`src/rtl/iob_regfile_2p_reader_pkg.sv`:
```
// Shared FSM encodings for the iob_regfile_2p_reader read-out engine.
package iob_regfile_2p_reader_pkg;

  localparam int STATE_W = 2;

  typedef enum logic [STATE_W-1:0] {
    ST_IDLE  = 2'd0,
    ST_FETCH = 2'd1,
    ST_DRAIN = 2'd2,
    ST_DONE  = 2'd3
  } state_t;

endpackage

```
`src/rtl/iob_regfile_2p_reader_if.sv`:
```
// Valid/ready output stream of the register-file reader (master = reader, slave = consumer).
interface iob_regfile_2p_reader_if #(
  parameter int W = 32
) ();

  logic [W-1:0] m_tdata_o;
  logic         m_tvalid_o;
  logic         m_tlast_o;
  logic         m_tready_i;

  modport master (
    output m_tdata_o,
    output m_tvalid_o,
    output m_tlast_o,
    input  m_tready_i
  );

  modport slave (
    input  m_tdata_o,
    input  m_tvalid_o,
    input  m_tlast_o,
    output m_tready_i
  );

endinterface

```
`src/rtl/iob_regfile_2p_reader_addr_gen.sv`:
```
// Read pointer / remaining-count tracker with wrap or clamp of the request.
// Wrap-around reads are enabled by defining IOB_REGFILE_2P_READER_WRAP_EN.
module iob_regfile_2p_reader_addr_gen #(
  parameter int N       = 8,
  parameter int RADDR_W = (N > 1) ? $clog2(N) : 1
) (
  input  logic               clk_i,
  input  logic               rst_i,
  input  logic               init_i,
  input  logic               adv_i,
  input  logic [RADDR_W-1:0] first_i,
  input  logic [RADDR_W:0]   count_i,
  output logic [RADDR_W-1:0] ptr_o,
  output logic               last_o,
  output logic               empty_o
);

  localparam logic [RADDR_W:0]   NCNT     = (RADDR_W + 1)'(N);
  localparam logic [RADDR_W-1:0] LAST_IDX = RADDR_W'(N - 1);

  logic [RADDR_W-1:0] ptr_q, ptr_d;
  logic [RADDR_W:0]   rem_q, rem_d;
  logic [RADDR_W:0]   cnt_clamp;
  logic [RADDR_W:0]   eff_cnt;
  logic               first_oob;

`ifdef IOB_REGFILE_2P_READER_WRAP_EN
  always_comb begin
    cnt_clamp = (count_i > NCNT) ? NCNT : count_i;
    eff_cnt   = cnt_clamp;
  end
`else
  logic [RADDR_W:0] avail;

  // avail underflows when first_i >= N, but that case is already reported empty.
  always_comb begin
    cnt_clamp = (count_i > NCNT) ? NCNT : count_i;
    avail     = NCNT - {1'b0, first_i};
    eff_cnt   = (cnt_clamp > avail) ? avail : cnt_clamp;
  end
`endif

  assign first_oob = ({1'b0, first_i} >= NCNT);
  assign empty_o   = first_oob || (eff_cnt == '0);

  always_comb begin
    ptr_d = ptr_q;
    rem_d = rem_q;
    if (init_i) begin
      ptr_d = first_i;
      rem_d = empty_o ? '0 : eff_cnt;
    end else if (adv_i) begin
      ptr_d = (ptr_q == LAST_IDX) ? '0 : ptr_q + 1'b1;
      rem_d = rem_q - 1'b1;
    end
  end

  always_ff @(posedge clk_i) begin
    if (rst_i) begin
      ptr_q <= '0;
      rem_q <= '0;
    end else begin
      ptr_q <= ptr_d;
      rem_q <= rem_d;
    end
  end

  assign ptr_o  = ptr_q;
  assign last_o = (rem_q == (RADDR_W + 1)'(1));

endmodule

```
`src/rtl/iob_regfile_2p_reader.sv`:
```
// Streams a run of consecutive iob_regfile_2p registers as a valid/ready packet.
// Build option: IOB_REGFILE_2P_READER_WRAP_EN (reads wrap past N-1 instead of stopping).
module iob_regfile_2p_reader
  import iob_regfile_2p_reader_pkg::*;
#(
  parameter int N       = 8,
  parameter int W       = 32,
  parameter int RADDR_W = (N > 1) ? $clog2(N) : 1
) (
  input  logic                        clk_i,
  input  logic                        cen_i,
  input  logic                        rst_i,
  input  logic                        start_i,
  input  logic [RADDR_W-1:0]          first_i,
  input  logic [RADDR_W:0]            count_i,
  output logic [RADDR_W-1:0]          raddr_o,
  input  logic [W-1:0]                rdata_i,
  iob_regfile_2p_reader_if.master     m_axis,
  output logic                        busy_o,
  output logic                        done_o
);

  state_t       state_q;
  logic [W-1:0] tdata_q;
  logic         tvalid_q;
  logic         tlast_q;
  logic         done_q;

  logic ld;
  logic init;
  logic adv;
  logic last;
  logic empty;

  assign ld   = !tvalid_q || m_axis.m_tready_i;
  assign init = cen_i && (state_q == ST_IDLE) && start_i;
  assign adv  = cen_i && (state_q == ST_FETCH) && ld;

  iob_regfile_2p_reader_addr_gen #(
    .N       (N),
    .RADDR_W (RADDR_W)
  ) u_addr_gen (
    .clk_i   (clk_i),
    .rst_i   (rst_i),
    .init_i  (init),
    .adv_i   (adv),
    .first_i (first_i),
    .count_i (count_i),
    .ptr_o   (raddr_o),
    .last_o  (last),
    .empty_o (empty)
  );

  // The beat register only reloads when the current beat is absent or being taken.
  always_ff @(posedge clk_i) begin
    if (rst_i) begin
      state_q  <= ST_IDLE;
      tdata_q  <= '0;
      tvalid_q <= 1'b0;
      tlast_q  <= 1'b0;
      done_q   <= 1'b0;
    end else if (cen_i) begin
      done_q <= 1'b0;
      case (state_q)
        ST_IDLE: begin
          if (start_i) begin
            if (empty) begin
              state_q <= ST_DONE;
              done_q  <= 1'b1;
            end else begin
              state_q <= ST_FETCH;
            end
          end
        end
        ST_FETCH: begin
          if (ld) begin
            tdata_q  <= rdata_i;
            tvalid_q <= 1'b1;
            tlast_q  <= last;
            if (last) state_q <= ST_DRAIN;
          end
        end
        ST_DRAIN: begin
          if (tvalid_q && m_axis.m_tready_i) begin
            tvalid_q <= 1'b0;
            tlast_q  <= 1'b0;
            state_q  <= ST_DONE;
            done_q   <= 1'b1;
          end
        end
        ST_DONE: begin
          state_q <= ST_IDLE;
        end
        default: begin
          state_q <= ST_IDLE;
        end
      endcase
    end
  end

  assign m_axis.m_tdata_o  = tdata_q;
  assign m_axis.m_tvalid_o = tvalid_q;
  assign m_axis.m_tlast_o  = tlast_q;
  assign busy_o            = (state_q != ST_IDLE);
  assign done_o            = done_q;

endmodule

```
`src/flat_wrapper.sv`:
```
// flat-port wrapper written by rule: the top's interface ports become plain ports
module iob_regfile_2p_reader_flat import iob_regfile_2p_reader_pkg::*;
#(
  parameter int N       = 8,
  parameter int W       = 32,
  parameter int RADDR_W = (N > 1) ? $clog2(N) : 1
)
  (clk_i, cen_i, rst_i, start_i, first_i, count_i, raddr_o, rdata_i, busy_o, done_o, m_axis_m_tdata_o, m_axis_m_tvalid_o, m_axis_m_tlast_o, m_axis_m_tready_i);
  iob_regfile_2p_reader_if #(.W(W)) m_axis_i ();
  input  logic clk_i;
  input  logic cen_i;
  input  logic rst_i;
  input  logic start_i;
  input  logic [RADDR_W-1:0] first_i;
  input  logic [RADDR_W:0] count_i;
  output logic [RADDR_W-1:0] raddr_o;
  input  logic [W-1:0] rdata_i;
  output logic busy_o;
  output logic done_o;
  output wire logic [$bits(m_axis_i.m_tdata_o)-1:0] m_axis_m_tdata_o;
  output wire logic [$bits(m_axis_i.m_tvalid_o)-1:0] m_axis_m_tvalid_o;
  output wire logic [$bits(m_axis_i.m_tlast_o)-1:0] m_axis_m_tlast_o;
  input wire logic [$bits(m_axis_i.m_tready_i)-1:0] m_axis_m_tready_i;
  assign m_axis_m_tdata_o = m_axis_i.m_tdata_o;
  assign m_axis_m_tvalid_o = m_axis_i.m_tvalid_o;
  assign m_axis_m_tlast_o = m_axis_i.m_tlast_o;
  assign m_axis_i.m_tready_i = m_axis_m_tready_i;
  iob_regfile_2p_reader #(.N(N), .W(W), .RADDR_W(RADDR_W)) u_core (.clk_i(clk_i), .cen_i(cen_i), .rst_i(rst_i), .start_i(start_i), .first_i(first_i), .count_i(count_i), .raddr_o(raddr_o), .rdata_i(rdata_i), .m_axis(m_axis_i), .busy_o(busy_o), .done_o(done_o));
endmodule
```
`config.mk`:
```
export PLATFORM = sky130hd
export DESIGN_NAME = iob_regfile_2p_reader_flat
export DESIGN_NICKNAME = d
export VERILOG_FILES = /design/src/rtl/iob_regfile_2p_reader_pkg.sv /design/src/rtl/iob_regfile_2p_reader_if.sv /design/src/rtl/iob_regfile_2p_reader_addr_gen.sv /design/src/rtl/iob_regfile_2p_reader.sv /design/src/flat_wrapper.sv
export SDC_FILE = /design/constraint.sdc
export NUM_CORES = 1
export LEC_CHECK = 0
export ABC_CLOCK_PERIOD_IN_PS = 3500
export BUFFER_PORTS_ARGS = -buffer_cell sky130_fd_sc_hd__buf_2
export CAP_MARGIN = 5
export CORE_ASPECT_RATIO = 1.1
export CORE_MARGIN = 2
export CORE_UTILIZATION = 27
export DETAILED_ROUTE_END_ITERATION = 10
export PLACE_DENSITY = 0.47
export SLEW_MARGIN = 25
export SYNTH_ARGS = -nofsm -noshare
export SYNTH_HDL_FRONTEND = slang
export SYNTH_SLANG_ARGS = --single-unit
export TNS_END_PERCENT = 1
```
`constraint.sdc`:
```
create_clock -name clk_i -period 3.5 [get_ports clk_i]
set_input_delay 0.7 -clock clk_i [delete_from_list [all_inputs] [get_ports clk_i]]
set_output_delay 0.7 -clock clk_i [all_outputs]
set_load 0.02 [all_outputs]
```
==> results_dict.tcl, run 1 <==
set metrics [dict create \
    synth-main-ff-cell "dfxtp_1" \
    use_met3 0.0440 \
    busiest_layer "met2" \
    fin_worst_skew_ns 0.00937 \
    syn_area_sq_um 2180 \
    start_util 0.278 \
    drv_slew 0 \
    grt_setup_unrepaired "false" \
    status "complete, no violations" \
    cts_tree "done" \
    cp_max_fo 5 \
    io_pins 83 \
    avgViaCountPerCell 4.45 \
    drtPass1Iterations 4 \
    clkTransAtPathRegs_ns 0.08 \
    yosysUniqueCellTypes 40 \
    cpMaxStageDelayCell "mux2_1" \
    hold_viol_final 0 \
    portBuffers 82 \
    crit_chain "buf_2, inv_1, ha_1, xor2_1, ha_1, and4_1, a21oi_4, mux2_1, a211oi_2" \
    grt_pass1_vias 1936 \
    core_sq_um 7870 \
    crit_family "adder cells" \
    p_total_mw 1.37 \
    dp_hpwl_mm 3.75 \
    p_leak_nw 1.22 \
    place_congestion 0.785 \
    finalSetupViolCount 0 \
    ys_seq_area_frac 0.403 \
    worst_ep_arrival_time_ns 2.64 \
    synthesis.instances 253 \
    crit_path_end_kind "flip-flop" \
    clk_path_buf_depth 2 \
    startpoint_type "primary input" \
    initialDrtViolationCount 60 \
    ys_ff_latch 44 \
    clkLatencyLatePin_ns 0.29 \
    synth_edf_count 0 \
    max_cap_violations 0 \
    drt_wl_total_mm 5.16 \
    crit_required_ns 3.71 \
    slew_headroom 0.497 \
    final_layout_size_suffix_gt1_frac 0.381 \
    h-tree-depth 2 \
    ant_nets 0 \
    dieHeight_um 98.3 \
    crit_path_max_incr_delay_ns 0.36 \
    drc 0 \
    die_w_um 89.8 \
    cts_made_buffers 5 \
    die_area_sq_um 8830 \
    worst-path-buf-inv 2 \
    grt_pass1_wl_mm 8.75 \
    crit_type "in2reg" \
    cellPowerDensity_nw_per_um2 494 \
    fin_crit_sh 0.693 \
    hp-class "reg2reg" \
    vias 1955 \
    postCtsSetupRepairBufs 0 \
    met1_usage 0.145 \
    antenna_found_initial 0 \
    ys_warn_count 0 \
    avgRoutedWirePerCell_um 11.8 \
    finalCriticalPeriod_ns 2.42 \
    hold_buffers 0 \
    antenna_cells 0 \
    cp_common_cell "ha_1" \
    cts-resized-gates 0 \
    ir_drop_mv 0.188 \
    fin_tns_setup_ns 0 \
    rows 34 \
    async_flop_share 0 \
    clkSinkCount 44 \
    root_buffer "clkbuf_8" \
    synth_nets 309 \
    max_freq_mhz 412 \
    grtUsageMet2 0.197 \
    worst_pin_slew_ns 0.750 \
    nNetsFinal 386 \
    synth.avg_cell_area_sq_um 8.63 \
    track_usage 0.119 \
    grt_start_max_net_pins 28 \
    overflow 0 \
    syn_to_final_growth_pct 27.1 \
]
[sequential cells by signal, indices dropped and copies added, names as in the netlist]
| register | cells |
|---|---|
| u_core.done_o | 1 |
| u_core.m_axis.m_tdata_o | 32 |
| u_core.m_axis.m_tlast_o | 1 |
| u_core.m_axis.m_tvalid_o | 1 |
| u_core.state_q | 2 |
| u_core.u_addr_gen.ptr_o | 3 |
| u_core.u_addr_gen.rem_q | 4 |
[worst register-to-register path: cells and delay by family, from the launching register on]
family,cells,cell delay [ns]
buffers and inverters,2,0.48
flip-flops,1,0.50
AND/OR/NAND/NOR,1,0.08
AO/OA/AOI/OAI,2,0.78
[routing by layer]
metal	wire length, um	up-vias
met2	2320	53
met4	40	0
met1	2460	896
li1	-	1001
met5	0	-
met3	341	5
[kinds of logic after synthesis]
| kind of cell | Yosys count | share of synthesized area |
|---|---|---|
| AOI/OAI and AO/OA | 60 | 0.210 |
| DFF | 44 | 0.403 |
| xor gates and xnor gates | 4 | 0.0160 |
| muxes | 7 | 0.0332 |
| adders and majority gates | 12 | 0.0687 |
| buffers and inverters | 31 | 0.0693 |
| and+or+nand+nor | 95 | 0.199 |
[cell type report]
class	instances	area, sq um
inverters	16	60.1
multi-input cells	178	1160
well taps	108	135
fillers	857	5090
repair buffers	85	433
clock inverters	2	35.0
flip-flops and latches	44	881
clock buffers	6	72.6
[metrics by stage]
stage	hold WS, ns	area (sq um)	cells	utilization	setup WS [ns]
finish	0.452	2780	439	0.353	1.08
global route	0.476	2780	439	0.353	0.958
CTS	0.457	2780	439	0.353	1.07
detailed placement	0.445	2670	431	0.339	0.766
global placement	0.440	2670	431	0.339	0.818
floorplan	0.493	2180	253	-	1.06
[path summary, 6_finish.rpt]
check / from / end / slack (ns) / depth (start not counted)
max reg2reg: u_core.m_axis.m_tvalid_o / u_core.m_axis.m_tdata_o[4] / 1.61 / 5
max: first_i[0] / u_core.u_addr_gen.rem_q[2] / 1.08 / 9
min: u_core.m_axis.m_tdata_o[23] / u_core.m_axis.m_tdata_o[23] / 0.45 / 2
min reg2reg: u_core.m_axis.m_tdata_o[23] / u_core.m_axis.m_tdata_o[23] / 0.45 / 2
[report_power, final]
group,switching [mW],internal [mW],total [mW]
Sequential,0.0367,0.551,0.588
Combinational,0.244,0.153,0.398
Clock,0.174,0.212,0.387
[cells in the mapped netlist, types with 2 or more instances]
master | count | area, sq um
nand2_1 | 59 | 221
dfxtp_1 | 44 | 881
a21oi_1 | 26 | 130
inv_1 | 15 | 56.3
ha_1 | 12 | 150
a21oi_2 | 11 | 96.3
nand2_2 | 10 | 62.6
clkbuf_1 | 9 | 33.8
a211oi_1 | 7 | 52.6
nor2_1 | 7 | 26.3
mux2i_1 | 5 | 50.1
buf_6 | 4 | 45.0
nor3_1 | 4 | 20.0
a211oi_2 | 3 | 37.5
nor2b_1 | 3 | 18.8
o211ai_1 | 3 | 22.5
a21oi_4 | 2 | 32.5
nand2b_1 | 2 | 12.5
nor3b_1 | 2 | 15.0
o211ai_2 | 2 | 25.0
or3_1 | 2 | 12.5
xnor2_1 | 2 | 17.5
xor2_1 | 2 | 17.5
[cell usage in the layout, fill, tap and decap left out, drive strengths merged, types with 2 or more instances in the layout]
cell    synthesis  routed
a211oi         10      10
a21oi          39      39
a311oi          2       2
buf             6      85
clkbuf          9       6
dfxtp          44      44
ha             12      12
inv            16      16
mux2            2       2
mux2i           5       5
nand2          70      70
nand2b          2       2
nor2            7       7
nor2b           3       3
nor3            4       4
nor3b           2       2
o211ai          5       5
or3             2       2
xnor2           2       2
xor2            2       2
No activity file was read; power rests on OpenSTA's default activity.
==> inputs of run 2 (changes only) <==
Settings changed: ABC_CLOCK_PERIOD_IN_PS 3500 to 1970, PLACE_DENSITY 0.47 to 0.49.
Clock period 3.5 ns to 1.97 ns, I/O delays scaled along.
==> run 2 against run 1 <==
  * Critical path depth up 1
  * Design area up 6.9%
  * Power up 82%
  * Global-route usage up 0.37 points
  * Via count up 1.5%
  * Non-clock buffer count up 17
  * Register-to-register slack worse by 1.4 ns
  * Sequential cell count unchanged
  * Critical path type unchanged
  * Critical endpoint unchanged
  * Highest routed layer unchanged
==> results_dict.tcl, run 2 (synthesis gave the netlist of run 1 again) <==
set metrics [dict create \
    status "complete, no violations" \
    die_w_um 89.8 \
    grt_pass1_wl_mm 8.94 \
    crit_path_end "u_core.u_addr_gen.rem_q[2]" \
    hold_buffers 0 \
    max_cap_violations 0 \
    post-place-cells 447 \
    overflow 0 \
    slew_headroom 0.722 \
    grt_pass1_vias 1891 \
    cp_max_fo 5 \
    syn_to_final_growth_pct 35.9 \
    netSwitchingFraction 0.330 \
    ir_drop_mv 0.305 \
    finalCriticalPeriod_ns 1.90 \
    post-place-ws_ns -0.312 \
    place_congestion 0.714 \
    antenna_cells 0 \
    reg2regPathDepth 7 \
    dp_hpwl_mm 4.07 \
    grt_setup_unrepaired "false" \
    r2r-start "u_core.state_q[1]" \
    cts_made_buffers 5 \
    clkTransAtPathRegs_ns 0.08 \
    hp-class "in2reg" \
    crit_required_ns 2.19 \
    startpoint_type "primary input" \
    p_total_mw 2.49 \
    grt_start_max_net_pins 21 \
    combPwrFrac 0.308 \
    finalSetupViolCount 0 \
    h-tree-depth 2 \
    initialDrtViolationCount 32 \
    drc 0 \
    track_usage 0.122 \
    drtPass1Iterations 4 \
    vias 1984 \
    start_util 0.278 \
    avgRoutedWirePerCell_um 11.7 \
    final_layout_size_suffix_gt1_frac 0.434 \
    layout.cells.non_filler 456 \
    core_sq_um 7870 \
    ant_nets 0 \
    seq_power_share 0.419 \
    cell_internal_pwr_mw 1.67 \
    antenna_found_initial 0 \
    rows 34 \
    fin_worst_skew_ns 0.00478 \
    fin_crit_sh 0.964 \
    dieHeight_um 98.3 \
    pwr-share-clk 0.273 \
    hold_viol_final 0 \
    mostFrequentLayoutCell "buf_2" \
    cts_tree "done" \
    root_buffer "clkbuf_8" \
    crit_start "first_i[0]" \
    avgViaCountPerCell 4.35 \
    die_area_sq_um 8830 \
    crit_type "in2reg" \
    io_pins 83 \
    regToRegSetupSlack_ns 0.22 \
    crit_path_end_kind "flip-flop" \
    clkLatencyLatePin_ns 0.29 \
    power.switching_uw 823 \
    nNetsFinal 403 \
    setup_slack_ns 0.0716 \
    drv_slew 0 \
    most-common-layout-cells "buf_2 (81), nand2_1 (59), dfxtp_1 (44)" \
    portBuffers 82 \
    drt_wl_total_mm 5.35 \
    r2r-end "u_core.state_q[1]" \
    max_freq_mhz 527 \
    worst_pin_slew_ns 0.418 \
    clk_path_buf_depth 2 \
    largest_reg_flops 32 \
    cellPowerDensity_nw_per_um2 840 \
    holdWs_ns 0.333 \
    clkSinkCount 44 \
    worst_ep_arrival_time_ns 2.12 \
    p_leak_nw 1.31 \
]
-- run 2: cell types whose count changed in the layout (fill, tap and decap cells not counted), sizes merged --
cell and delta:
buf +16, clkbuf +1
-- run 2: worst min-delay path by stage --
stage	start	to	slack [ns]	cells after the start
2_1_floorplan	u_core.state_q[0]	u_core.state_q[0]	0.49	2
3_3_place_gp	u_core.m_axis.m_tdata_o[22]	u_core.m_axis.m_tdata_o[22]	0.44	2
3_5_place_dp	u_core.m_axis.m_tdata_o[20]	u_core.m_axis.m_tdata_o[20]	0.44	2
4_1_cts	rdata_i[20]	u_core.m_axis.m_tdata_o[20]	0.32	3
5_1_grt	rdata_i[26]	u_core.m_axis.m_tdata_o[26]	0.32	3
6_report	rdata_i[20]	u_core.m_axis.m_tdata_o[20]	0.33	3
-- run 2: what timing repair did --
item,in CTS,in global routing
setup endpoints to repair,1,6
setup buffers,1,0
resized for setup,0,2
pin swaps,0,1
-- run 2: critical path: stages --
cell and delay (ns):
clkbuf_4 0.17, inv_12 0.03, ha_4 0.26, inv_2 0.04, ha_4 0.25, nor2b_4 0.14, o211ai_2 0.12, a21oi_4 0.23
mux2_4 0.33, a211oi_2 0.16
-- run 2: final cells by class --
cell class	instances	area, sq um
clock buffer	6	72.6
inverter	16	77.6
sequential	44	881
timing repair buffer	102	563
fill	839	4900
tap	108	135
clock inverter	2	35.0
multi-input combinational	178	1200
-- run 2: per-layer routing --
| layer | track usage | up-vias | wire, um |
|---|---|---|---|
| met5 | 0 | - | 0 |
| met4 | 0.0438 | 0 | 63 |
| met3 | 0.0285 | 4 | 277 |
| met1 | 0.158 | 887 | 2520 |
| met2 | 0.201 | 60 | 2490 |
| li1 | - | 1033 | - |
-- run 2: power by group through the flow --
stage	logic, mW	clock network (mW)	registers [mW]
global route	0.856	0.747	1.06
detailed placement	0.770	0	1.07
global placement	0.764	0	1.07
floorplan	0.463	0	1.14
finish	0.768	0.682	1.04
CTS	0.779	0.717	1.05
-- run 2: stage by stage --
step	util	TNS (ns)	area, sq um
6_report	0.377	0	2970
5_1_grt	0.377	0	2970
4_1_cts	0.376	0	2960
3_5_place_dp	0.361	-1.45	2840
3_3_place_gp	0.361	-1.09	2840
2_1_floorplan	-	-0.00486	2240
